`config.mk`:
```
export PLATFORM = sky130hd
export DESIGN_NAME = conv_calc_sequencer
export DESIGN_NICKNAME = d
export VERILOG_FILES = /design/src/rtl/conv_calc_sequencer.sv
export SDC_FILE = /design/constraint.sdc
export NUM_CORES = 1
export LEC_CHECK = 0
export CELL_PAD_IN_SITES_DETAIL_PLACEMENT = 0
export CELL_PAD_IN_SITES_GLOBAL_PLACEMENT = 2
export CORE_UTILIZATION = 36
export DETAILED_ROUTE_END_ITERATION = 6
export PLACE_DENSITY = 0.94
export SLEW_MARGIN = 20
export SYNTH_ARGS = -nofsm -noshare
export SYNTH_HDL_FRONTEND = slang
export SYNTH_SLANG_ARGS = --single-unit
export TNS_END_PERCENT = 30
```
`constraint.sdc`:
```
create_clock -name clk -period 9 [get_ports clk]
set_input_delay 0.9 -clock clk [delete_from_list [all_inputs] [get_ports clk]]
set_output_delay 0.9 -clock clk [all_outputs]
set_load 0.03 [all_outputs]
```
`src/rtl/conv_calc_sequencer.sv`:
```
// Compute-phase sequencer for the 2D convolution datapath: scans output windows and kernel taps,
// issuing RAM read addresses and pipeline-aligned accumulator / OFMD write strobes.
module conv_calc_sequencer #(
  parameter int unsigned IFMD_W = 8,
  parameter int unsigned RD_LAT = 1
) (
  input  logic       clk,
  input  logic       rst,
  input  logic       start,
  input  logic       is_5x5,
  input  logic       hold,
  output logic       busy,
  output logic       done,
  output logic       rd_valid,
  output logic [5:0] ifmd_rd_addr,
  output logic [4:0] kw_rd_addr,
  output logic       acc_en,
  output logic       acc_load,
  output logic       ofmd_wr,
  output logic [5:0] ofmd_wr_addr
);

  typedef enum logic [1:0] {StIdle, StRun, StDrain, StDone} state_e;

  state_e            state_q, state_d;
  logic              is5_q, is5_d;
  logic [2:0]        oy_q, oy_d, ox_q, ox_d, ky_q, ky_d, kx_q, kx_d;
  logic              rd_valid_q, rd_valid_d;
  logic              tap_first_q, tap_first_d, tap_last_q, tap_last_d;
  logic [5:0]        ifmd_rd_addr_q, ifmd_rd_addr_d;
  logic [4:0]        kw_rd_addr_q, kw_rd_addr_d;
  logic [RD_LAT-1:0] en_sr_q, en_sr_d, ld_sr_q, ld_sr_d;
  logic [RD_LAT:0]   wr_sr_q, wr_sr_d;
  logic [5:0]        ofmd_wr_addr_q, ofmd_wr_addr_d;
  logic              busy_q, busy_d, done_q, done_d;

  logic       k5, issue, final_tap;
  logic [2:0] kmax, omax, cy, cx, cky, ckx;
  logic [5:0] last_wr;

  // Geometry and the tap to issue; on start the first tap is issued straight from zero.
  always_comb begin
    k5        = (state_q == StIdle) ? is_5x5 : is5_q;
    kmax      = k5 ? 3'd4 : 3'd2;
    omax      = 3'(IFMD_W - (k5 ? 32'd5 : 32'd3));
    last_wr   = 6'((32'(omax) + 32'd1) * (32'(omax) + 32'd1) - 32'd1);
    if (state_q == StIdle) begin
      {cy, cx, cky, ckx} = '0;
    end else begin
      {cy, cx, cky, ckx} = {oy_q, ox_q, ky_q, kx_q};
    end
    issue     = ((state_q == StIdle) && start) || ((state_q == StRun) && !hold);
    final_tap = (cy == omax) && (cx == omax) && (cky == kmax) && (ckx == kmax);
  end

  always_comb begin
    state_d        = state_q;
    is5_d          = is5_q;
    {oy_d, ox_d, ky_d, kx_d} = {oy_q, ox_q, ky_q, kx_q};
    rd_valid_d     = 1'b0;
    tap_first_d    = 1'b0;
    tap_last_d     = 1'b0;
    ifmd_rd_addr_d = ifmd_rd_addr_q;
    kw_rd_addr_d   = kw_rd_addr_q;
    ofmd_wr_addr_d = ofmd_wr_addr_q;

    if (issue) begin
      rd_valid_d     = 1'b1;
      ifmd_rd_addr_d = 6'((32'(cy) + 32'(cky)) * IFMD_W + 32'(cx) + 32'(ckx));
      kw_rd_addr_d   = 5'(32'(cky) * (32'(kmax) + 32'd1) + 32'(ckx));
      tap_first_d    = (cky == 3'd0) && (ckx == 3'd0);
      tap_last_d     = (cky == kmax) && (ckx == kmax);
      {oy_d, ox_d, ky_d, kx_d} = {cy, cx, cky, ckx};
      if (ckx != kmax) begin
        kx_d = ckx + 3'd1;
      end else begin
        kx_d = 3'd0;
        if (cky != kmax) begin
          ky_d = cky + 3'd1;
        end else begin
          ky_d = 3'd0;
          if (cx != omax) begin
            ox_d = cx + 3'd1;
          end else begin
            ox_d = 3'd0;
            oy_d = cy + 3'd1;
          end
        end
      end
    end

    unique case (state_q)
      StIdle: begin
        if (start) begin
          state_d        = StRun;
          is5_d          = is_5x5;
          ofmd_wr_addr_d = 6'd0;
        end
      end
      StRun: begin
        if (!hold && final_tap) state_d = StDrain;
      end
      StDrain: begin
        if (wr_sr_q[RD_LAT] && (ofmd_wr_addr_q == last_wr)) state_d = StDone;
      end
      StDone: state_d = StIdle;
    endcase

    if (wr_sr_q[RD_LAT]) ofmd_wr_addr_d = ofmd_wr_addr_q + 6'd1;
    if (state_q == StDone) ofmd_wr_addr_d = 6'd0;

    // Strobe delay lines: the write strobe carries one extra stage so the last product lands.
    en_sr_d[0] = rd_valid_q;
    ld_sr_d[0] = rd_valid_q && tap_first_q;
    wr_sr_d[0] = rd_valid_q && tap_last_q;
    for (int unsigned i = 1; i < RD_LAT; i++) begin
      en_sr_d[i] = en_sr_q[i-1];
      ld_sr_d[i] = ld_sr_q[i-1];
    end
    for (int unsigned i = 1; i <= RD_LAT; i++) begin
      wr_sr_d[i] = wr_sr_q[i-1];
    end

    busy_d = (state_d == StRun) || (state_d == StDrain);
    done_d = (state_d == StDone);
  end

  always_ff @(posedge clk) begin
    if (rst) begin
      state_q        <= StIdle;
      is5_q          <= 1'b0;
      oy_q           <= '0;
      ox_q           <= '0;
      ky_q           <= '0;
      kx_q           <= '0;
      rd_valid_q     <= 1'b0;
      tap_first_q    <= 1'b0;
      tap_last_q     <= 1'b0;
      ifmd_rd_addr_q <= '0;
      kw_rd_addr_q   <= '0;
      en_sr_q        <= '0;
      ld_sr_q        <= '0;
      wr_sr_q        <= '0;
      ofmd_wr_addr_q <= '0;
      busy_q         <= 1'b0;
      done_q         <= 1'b0;
    end else begin
      state_q        <= state_d;
      is5_q          <= is5_d;
      oy_q           <= oy_d;
      ox_q           <= ox_d;
      ky_q           <= ky_d;
      kx_q           <= kx_d;
      rd_valid_q     <= rd_valid_d;
      tap_first_q    <= tap_first_d;
      tap_last_q     <= tap_last_d;
      ifmd_rd_addr_q <= ifmd_rd_addr_d;
      kw_rd_addr_q   <= kw_rd_addr_d;
      en_sr_q        <= en_sr_d;
      ld_sr_q        <= ld_sr_d;
      wr_sr_q        <= wr_sr_d;
      ofmd_wr_addr_q <= ofmd_wr_addr_d;
      busy_q         <= busy_d;
      done_q         <= done_d;
    end
  end

  assign busy         = busy_q;
  assign done         = done_q;
  assign rd_valid     = rd_valid_q;
  assign ifmd_rd_addr = ifmd_rd_addr_q;
  assign kw_rd_addr   = kw_rd_addr_q;
  assign acc_en       = en_sr_q[RD_LAT-1];
  assign acc_load     = ld_sr_q[RD_LAT-1];
  assign ofmd_wr      = wr_sr_q[RD_LAT];
  assign ofmd_wr_addr = ofmd_wr_addr_q;

endmodule

```
==> impl_metrics.env, run 1 <==
export IMPL_htreeDepth=2
export IMPL_worstMarginPinSlew_ns=0.689
export IMPL_synthTopCellsByCount="dfxtp_1, nand2_1, a21oi_1"
export IMPL_numCtsBuffers=5
export IMPL_seq_area_um2=821
export IMPL_root_buffer="clkbuf_8"
export IMPL_viasPerCell=5.40
export IMPL_portBuffers=27
export IMPL_grt_overflow_total=0
export IMPL_dieArea_um2=7150
export IMPL_cts_sinks=41
export IMPL_fill_cells=659
export IMPL_crit_fanout=19
export IMPL_crit_arrival_ns=3.75
export IMPL_syn_area_um2=2450
export IMPL_cp_end_kind="flip-flop"
export IMPL_cts_post_setup_buffers_inserted=0
export IMPL_setup_viol=0
export IMPL_hp_class="reg -> reg"
export IMPL_leakagePower_nw=1.22
export IMPL_drc=4
export IMPL_synth_area_top_cells="dfxtp_1, ha_1, nand2_1, a21oi_1, fa_1"
export IMPL_worstHoldStart="tap_last_q"
export IMPL_r2r_setup_slack_ns=5.47
export IMPL_drtPass1Iterations=6
export IMPL_grt_pass1_vias=1954
export IMPL_met1_length_mm=2.74
export IMPL_grt_pass1_wl_mm=9.56
export IMPL_start_util_pct=38.0
export IMPL_r2r_start="state_q[0]"
export IMPL_multi_input_area_um2=1510
export IMPL_ff2ff_path_depth=11
export IMPL_yosys_area_top_type_share_pct=33.5
export IMPL_yosys_area_top_type="dfxtp_1"
export IMPL_core_um2=6460
export IMPL_drtAntennaViolNets=0
export IMPL_cts_tree="done"
export IMPL_die_w_um=84.6
export IMPL_ctsResizeCount=0
export IMPL_grt_usage_pct=16.8
export IMPL_fin_crit_sh_pct=39.2
export IMPL_wl_per_cell_um=14.4
export IMPL_cp_required_ns=9.22
export IMPL_grt_antenna_before_repair=0
export IMPL_ioPinCount=28
export IMPL_vias=2088
export IMPL_vdd_drop_max_mv=0.0822
export IMPL_clk_pin_slew_ns=0.09
export IMPL_wirelength_mm=5.59
export IMPL_area_delta_synth_final_pct=17.8
export IMPL_drive_above_1_share_pct=6.77
export IMPL_fin_setup_tns_ns=0
export IMPL_yosys_warnings=0
export IMPL_regToRegEndpoint="kw_rd_addr[4]"
export IMPL_first_iter_violations=121
export IMPL_place_ws_ns=5.35
export IMPL_dp_hpwl_mm=4.01
export IMPL_yosysMostFrequentCell="dfxtp_1"
export IMPL_wl_met3_um=217
export IMPL_avgSynthCellArea_um2=8.52
export IMPL_slew_headroom_pct=54.1
export IMPL_yosys_register_bits=41
export IMPL_cts_buffer_depth=2
export IMPL_grt_max_degree=29
export IMPL_ys_seq_area_share_pct=33.5
export IMPL_critPathKind="reg -> reg"
export IMPL_netlist_instances=288
export IMPL_worst_slack_ns=5.47
export IMPL_gp_congestion=0.778
export IMPL_cts_hold_buffers=0
export IMPL_grt_setup_unrepaired="false"
export IMPL_hold_violations=0
export IMPL_period_needed_ns=3.53
export IMPL_synth_distinct_cells=55
export IMPL_worstHoldPathCells=1
export IMPL_async_flop_share_pct=0
export IMPL_violations="DRC"
export IMPL_min_to="wr_sr_q[0]"
export IMPL_maxSlewViolCount=0
export IMPL_worstSkewPairLatency_ns=0.30
export IMPL_die_h_um=84.6
export IMPL_synth_fp_nets=316
export IMPL_synth_edf_count=0
export IMPL_fin_skew_ns=0.0107
export IMPL_topRoutingLayerUsed="met4"
export IMPL_maxCapViolCount=0
export IMPL_power_density_nw_per_um2=133
export IMPL_antenna_cells=0
export IMPL_synth_ff_type="dfxtp_1"
export IMPL_fp_row_count=29
export IMPL_final_nets=337
export IMPL_status="finished with violations"
export IMPL_critPathLaunchType="flip-flop"
export IMPL_route_met2_wl_mm=2.55
export IMPL_fmax_mhz=284
==> cell usage in the layout (no fill, tap or decap), drive strengths merged, types with 3 or more instances in the layout <==
cell | Yosys | routed
nor2 | 16 | 16
ha | 19 | 19
nand4 | 6 | 6
o21ai | 7 | 7
xnor2 | 7 | 7
clkdlybuf4s50 | 0 | 27
or3 | 3 | 3
a211oi | 5 | 5
o211ai | 8 | 8
or2 | 5 | 5
xor2 | 4 | 4
clkbuf | 10 | 5
inv | 16 | 16
nand2 | 34 | 34
fa | 4 | 4
mux2i | 3 | 3
a21oi | 24 | 24
a21o | 4 | 4
nor4b | 3 | 3
dfxtp | 41 | 41
nor2b | 5 | 5
o211a | 3 | 3
nor3b | 7 | 7
nand3 | 7 | 7
and2 | 7 | 7
==> per-stage QoR <==
step                      power [mW]  std cells  area [um^2]  utilization [%]  hold slack (ns)
after global placement         0.234        379         2780             43.0            0.411
after detailed placement       0.234        379         2780             43.0            0.414
after CTS                      0.390        387         2890             44.8            0.435
final                          0.385        387         2890             44.8            0.432
after global routing           0.401        387         2890             44.8            0.464
after floorplan                0.220        288         2450                -            0.406
==> critical path, cell delays in order (launching register included) <==
cell	delay, ns
dfxtp_1	0.59
or2_2	0.42
nand2_1	0.14
or2_2	0.32
fa_1	0.51
inv_1	0.05
fa_1	0.49
ha_1	0.30
a21o_1	0.15
a21oi_1	0.17
xnor2_1	0.09
a211oi_1	0.21
==> how the worst max path moves through the flow <==
stage,startpoint,end,cells after the start
2_1_floorplan,state_q[0],kw_rd_addr[4],12
3_3_place_gp,is_5x5,busy,10
3_5_place_dp,is_5x5,busy,10
4_1_cts,state_q[0],kw_rd_addr[4],11
5_1_grt,state_q[0],kw_rd_addr[4],11
6_report,state_q[0],kw_rd_addr[4],11
==> sequential cells by signal, summed over array words and instances, names as in the netlist, 2 cells and up <==
| name | cells |
|---|---|
| ox_q | 3 |
| kw_rd_addr | 5 |
| ky_q | 3 |
| kx_q | 3 |
| state_q | 2 |
| ifmd_rd_addr | 6 |
| oy_q | 3 |
| ofmd_wr_addr | 6 |
| wr_sr_q | 2 |
==> logic make-up (layout without fill, tap and decap cells) <==
kind of cell               after synthesis  count (layout)  share of synthesized area [%]
adders and majority gates               23              23                           13.0
buffers and inverters                   31              53                           4.84
muxes                                    3               3                           1.22
DFF                                     41              41                           33.5
AOI/OAI and AO/OA                       71              71                           19.8
and+or+nand+nor                        108             108                           23.8
xor gates and xnor gates                11              11                           3.93
==> power breakdown <==
group / internal, mW / switching [mW] / leakage (nW)
Sequential: 0.186 / 0.00446 / 0.333
Clock: 0.0831 / 0.0722 / 0.0543
Combinational: 0.0139 / 0.0257 / 0.831
==> per-layer routing <==
metal	vias to the layer above	global-route usage (%)
met5	-	0
met4	0	5.39
met3	7	2.85
met2	43	27.1
met1	959	23.0
li1	1079	-
==> area by class of cell <==
type	instances	area share (%)
multi-input cells	216	52.4
flip-flops and latches	41	28.4
repair buffers	29	9.87
well taps	77	3.33
clock buffers	5	2.38
inverters	16	2.08
clock inverters	3	1.60
(Power assumes the default switching activity.)
==> run 2: changes to the inputs <==
Settings changed: CORE_UTILIZATION 36 to 34, PLACE_DENSITY 0.94 to 0.9.
Clock period 9 ns to 3.6 ns, I/O delays scaled along.
==> impl_metrics.env, run 2 (synthesis gave the netlist of run 1 again) <==
export IMPL_maxSlewViolCount=0
export IMPL_final_cell_mix="dfxtp_1, nand2_1, clkdlybuf4s50_1"
export IMPL_slowest_stage="dfxtp_1"
export IMPL_drive_above_1_share_pct=8.25
export IMPL_critical_path_buf_inv_count=1
export IMPL_setup_viol=0
export IMPL_area_delta_synth_final_pct=21.3
export IMPL_ioPinCount=28
export IMPL_hp_class="reg -> reg"
export IMPL_grt_antenna_before_repair=0
export IMPL_fmax_mhz=330
export IMPL_critPathTopFamily="adder cells"
export IMPL_leakagePower_nw=1.26
export IMPL_first_iter_violations=107
export IMPL_crit_chain="nand2_1 -> or2_2 -> fa_1 -> inv_1 -> fa_1 -> ha_1 -> a21o_1 -> a21oi_1 -> xnor2_1 -> a211oi_1"
export IMPL_period_needed_ns=3.03
export IMPL_slew_headroom_pct=54.4
export IMPL_critPathKind="reg -> reg"
export IMPL_drtAntennaViolNets=0
export IMPL_crit_arrival_ns=3.25
export IMPL_ff2ff_path_depth=10
export IMPL_clk_pin_slew_ns=0.09
export IMPL_final_nets=342
export IMPL_dieArea_um2=7560
export IMPL_cts_tree="done"
export IMPL_cts_hold_buffers=0
export IMPL_fp_row_count=30
export IMPL_gp_congestion=0.842
export IMPL_start_util_pct=35.7
export IMPL_power_density_nw_per_um2=349
export IMPL_die_w_um=87.0
export IMPL_worstHoldPathCells=1
export IMPL_die_h_um=87.0
export IMPL_cts_buffer_depth=2
export IMPL_root_buffer="clkbuf_8"
export IMPL_htreeDepth=2
export IMPL_core_um2=6870
export IMPL_cp_required_ns=3.82
export IMPL_fin_setup_tns_ns=0
export IMPL_dp_hpwl_mm=4.37
export IMPL_cp_end_kind="flip-flop"
export IMPL_grt_max_degree=21
export IMPL_place_ws_ns=0.499
export IMPL_max_stage_delay_ns=0.52
export IMPL_antenna_cells=0
export IMPL_cp_num_cells=10
export IMPL_critPathLaunchType="flip-flop"
export IMPL_grt_pass1_wl_mm=9.87
export IMPL_grt_pass1_vias=2033
export IMPL_worstMarginPinSlew_ns=0.684
export IMPL_fin_skew_ns=0.00796
export IMPL_wirelength_mm=5.93
export IMPL_fin_crit_sh_pct=84.1
export IMPL_ctsResizeCount=0
export IMPL_wl_per_cell_um=14.4
export IMPL_portBuffers=27
export IMPL_final_common_cell="dfxtp_1"
export IMPL_hold_violations=0
export IMPL_numCtsBuffers=5
export IMPL_vias=2137
export IMPL_cpMostUsedCell="fa_1"
export IMPL_cts_sinks=41
export IMPL_drtPass1Iterations=4
export IMPL_grt_usage_pct=17.0
export IMPL_cts_post_setup_buffers_inserted=0
export IMPL_viasPerCell=5.20
export IMPL_drc=0
export IMPL_status="complete, no violations"
export IMPL_worst_slack_ns=0.571
export IMPL_grt_overflow_total=0
export IMPL_crit_fanout=9
export IMPL_grt_setup_unrepaired="false"
export IMPL_maxCapViolCount=0
export IMPL_vdd_drop_max_mv=0.148
export IMPL_worstSkewPairLatency_ns=0.30
==> run 2: changes by cell type in the layout (fill, tap and decap cells not counted) <==
cell        previous run  this run
buf_4                  2         7
clkinv_4               1         0
clkinvlp_4             1         0
inv_6                  0         1
bufinv_16              1         2
==> run 2: layout make-up <==
cell class	instances	area (um^2)
Clock buffer	5	68.8
Clock inverter	3	68.8
Fill cell	715	3890
Inverter	16	60.1
Multi-Input combinational cell	216	1510
Sequential cell	41	821
Tap cell	96	120
Timing Repair Buffer	34	323
==> run 2: worst paths after layout <==
kind	from	endpoint	slack, ns
setup reg to reg	ky_q[1]	kw_rd_addr[4]	0.57
hold reg to reg	tap_first_q	acc_load	0.43
setup / recovery	ky_q[1]	kw_rd_addr[4]	0.57
hold / removal	tap_first_q	acc_load	0.43
==> run 2: stage by stage <==
stage          instances  power [mW]  instance area (um^2)  utilization [%]  hold WS, ns
6_report             411        1.04                  2980             43.3        0.430
5_1_grt              411        1.08                  2980             43.3        0.455
4_1_cts              411        1.05                  2980             43.3        0.433
3_5_place_dp         403       0.592                  2840             41.3        0.413
3_3_place_gp         403       0.591                  2840             41.3        0.411
2_1_floorplan        288       0.549                  2450                -        0.406
==> run 2: where the power goes <==
part	internal [mW]	total, mW	switching [mW]
Clock	0.279	0.457	0.178
Sequential	0.464	0.472	0.00829
Combinational	0.0386	0.108	0.0693
Total	0.782	1.04	0.256
==> run 2: layer usage <==
layer / vias to the layer above / track usage (%) / wire (um)
met2: 37 / 28.4 / 2750
met4: 0 / 5.00 / 84
met3: 8 / 2.65 / 194
li1: 1077 / - / -
met1: 1015 / 22.4 / 2900
met5: - / 0 / 0
==> run 3: changes to the inputs <==
Settings changed: CORE_UTILIZATION 34 to 31, PLACE_DENSITY 0.9 to 0.87.
Clock period 3.6 ns to 2.7 ns, I/O delays scaled along.
==> impl_metrics.env, run 3 (synthesis gave the netlist of run 1 again) <==
export IMPL_status="complete, no violations"
export IMPL_grt_max_degree=21
export IMPL_fin_setup_tns_ns=0
export IMPL_dieArea_um2=8270
export IMPL_worstSkewPairLatency_ns=0.29
export IMPL_hp_class="reg -> reg"
export IMPL_final_common_cell="dfxtp_1"
export IMPL_drtAntennaViolNets=0
export IMPL_grt_overflow_total=0
export IMPL_cp_end_kind="flip-flop"
export IMPL_ioPinCount=28
export IMPL_wl_per_cell_um=14.2
export IMPL_vias=2197
export IMPL_cts_sinks=41
export IMPL_cts_tree="done"
export IMPL_critPathKind="reg -> reg"
export IMPL_core_um2=7690
export IMPL_seq_area_um2=823
export IMPL_root_buffer="clkbuf_8"
export IMPL_crit_arrival_ns=2.91
export IMPL_vdd_drop_max_mv=0.176
export IMPL_fmax_mhz=371
export IMPL_antenna_cells=0
export IMPL_critPathLaunchType="flip-flop"
export IMPL_die_w_um=91.0
export IMPL_cts_buffer_depth=2
export IMPL_worst_slack_ns=0.00287
export IMPL_final_cell_mix="dfxtp_1, nand2_1, clkdlybuf4s50_1"
export IMPL_fin_skew_ns=0.00418
export IMPL_die_h_um=91.0
export IMPL_wirelength_mm=6.20
export IMPL_fin_crit_sh_pct=99.9
export IMPL_leakagePower_nw=1.35
export IMPL_slew_headroom_pct=65.0
export IMPL_period_needed_ns=2.70
export IMPL_maxCapViolCount=0
export IMPL_portBuffers=27
export IMPL_drc=0
export IMPL_hold_violations=0
export IMPL_grt_pass1_vias=2154
export IMPL_worstMarginPinSlew_ns=0.523
export IMPL_grt_pass1_wl_mm=10.4
export IMPL_fp_row_count=32
export IMPL_gp_congestion=0.793
export IMPL_clk_pin_slew_ns=0.08
export IMPL_cts_hold_buffers=0
export IMPL_place_ws_ns=-0.0878
export IMPL_cp_required_ns=2.91
export IMPL_htreeDepth=2
export IMPL_grt_antenna_before_repair=0
export IMPL_drtPass1Iterations=5
export IMPL_area_delta_synth_final_pct=27.7
export IMPL_fill_cells=804
export IMPL_busiest_layer="met2"
export IMPL_viasPerCell=5.04
export IMPL_use_met2_pct=26.1
export IMPL_grt_setup_unrepaired="true"
export IMPL_numCtsBuffers=5
export IMPL_multi_input_area_um2=1540
export IMPL_final_nets=361
export IMPL_use_met1_pct=20.9
export IMPL_met3_usage_pct=2.60
export IMPL_maxSlewViolCount=0
export IMPL_crit_fanout=4
export IMPL_start_util_pct=31.9
export IMPL_power_density_nw_per_um2=420
export IMPL_first_iter_violations=149
export IMPL_drive_above_1_share_pct=15.9
export IMPL_setup_viol=0
export IMPL_grt_usage_pct=15.8
export IMPL_dp_hpwl_mm=4.63
[run 3: timing repair]
| item | in CTS | in global routing |
|---|---|---|
| setup buffers | 0 | 0 |
| pin swaps | 0 | 0 |
| gates cloned | 0 | 0 |
| gates resized for setup | 2 | 2 |
| setup endpoints to repair | 2 | 4 |
[run 3: layout make-up]
| class | instances | area share [%] |
|---|---|---|
| clock buffers | 7 | 2.76 |
| clock inverters | 1 | 0.958 |
| inverters | 16 | 1.92 |
| multi-input cells | 216 | 49.2 |
| flip-flops and latches | 41 | 26.3 |
| well taps | 102 | 4.07 |
| repair buffers | 53 | 14.9 |
[run 3: metal layers]
layer / vias up / share of wire, % / wire [um]
met2: 35 / 47 / 2920
met3: 8 / 3.3 / 204
met5: - / 0 / 0
met4: 0 / 1.5 / 91
li1: 1121 / - / -
met1: 1033 / 48 / 2990
[run 3: worst max-delay path, stage by stage, from the launching register on]
cell and delay [ns]:
dfxtp_2 0.36, or2_4 0.13, nand2_2 0.05, or2_4 0.23, fa_1 0.50, inv_1 0.05
fa_1 0.46, ha_1 0.29, a21o_1 0.16, a21oi_2 0.12, xnor2_1 0.08, a211oi_1 0.18
[run 3: worst paths after layout]
path | from | end | slack [ns] | cells after the start
max | state_q[0] | kw_rd_addr[4] | 0.003 | 11
min | tap_last_q | wr_sr_q[0] | 0.44 | 1
max reg2reg | state_q[0] | kw_rd_addr[4] | 0.003 | 11
min reg2reg | tap_last_q | wr_sr_q[0] | 0.44 | 1
[run 3: stage by stage]
step           std cells  utilization, %  cell area (um^2)  hold WS [ns]  power, mW
3_3_place_gp         428            39.1              3000         0.412      0.803
2_1_floorplan        288               -              2480         0.406      0.736
3_5_place_dp         428            39.1              3000         0.424      0.804
4_1_cts              436            40.7              3130         0.443       1.34
5_1_grt              436            40.8              3130         0.462       1.38
6_report             436            40.8              3130         0.435       1.32
[run 3: power by group]
part | switching (mW) | total, mW | internal, mW
combinational | 0.0995 | 0.164 | 0.0644
sequential | 0.00923 | 0.628 | 0.619
clock | 0.222 | 0.524 | 0.302
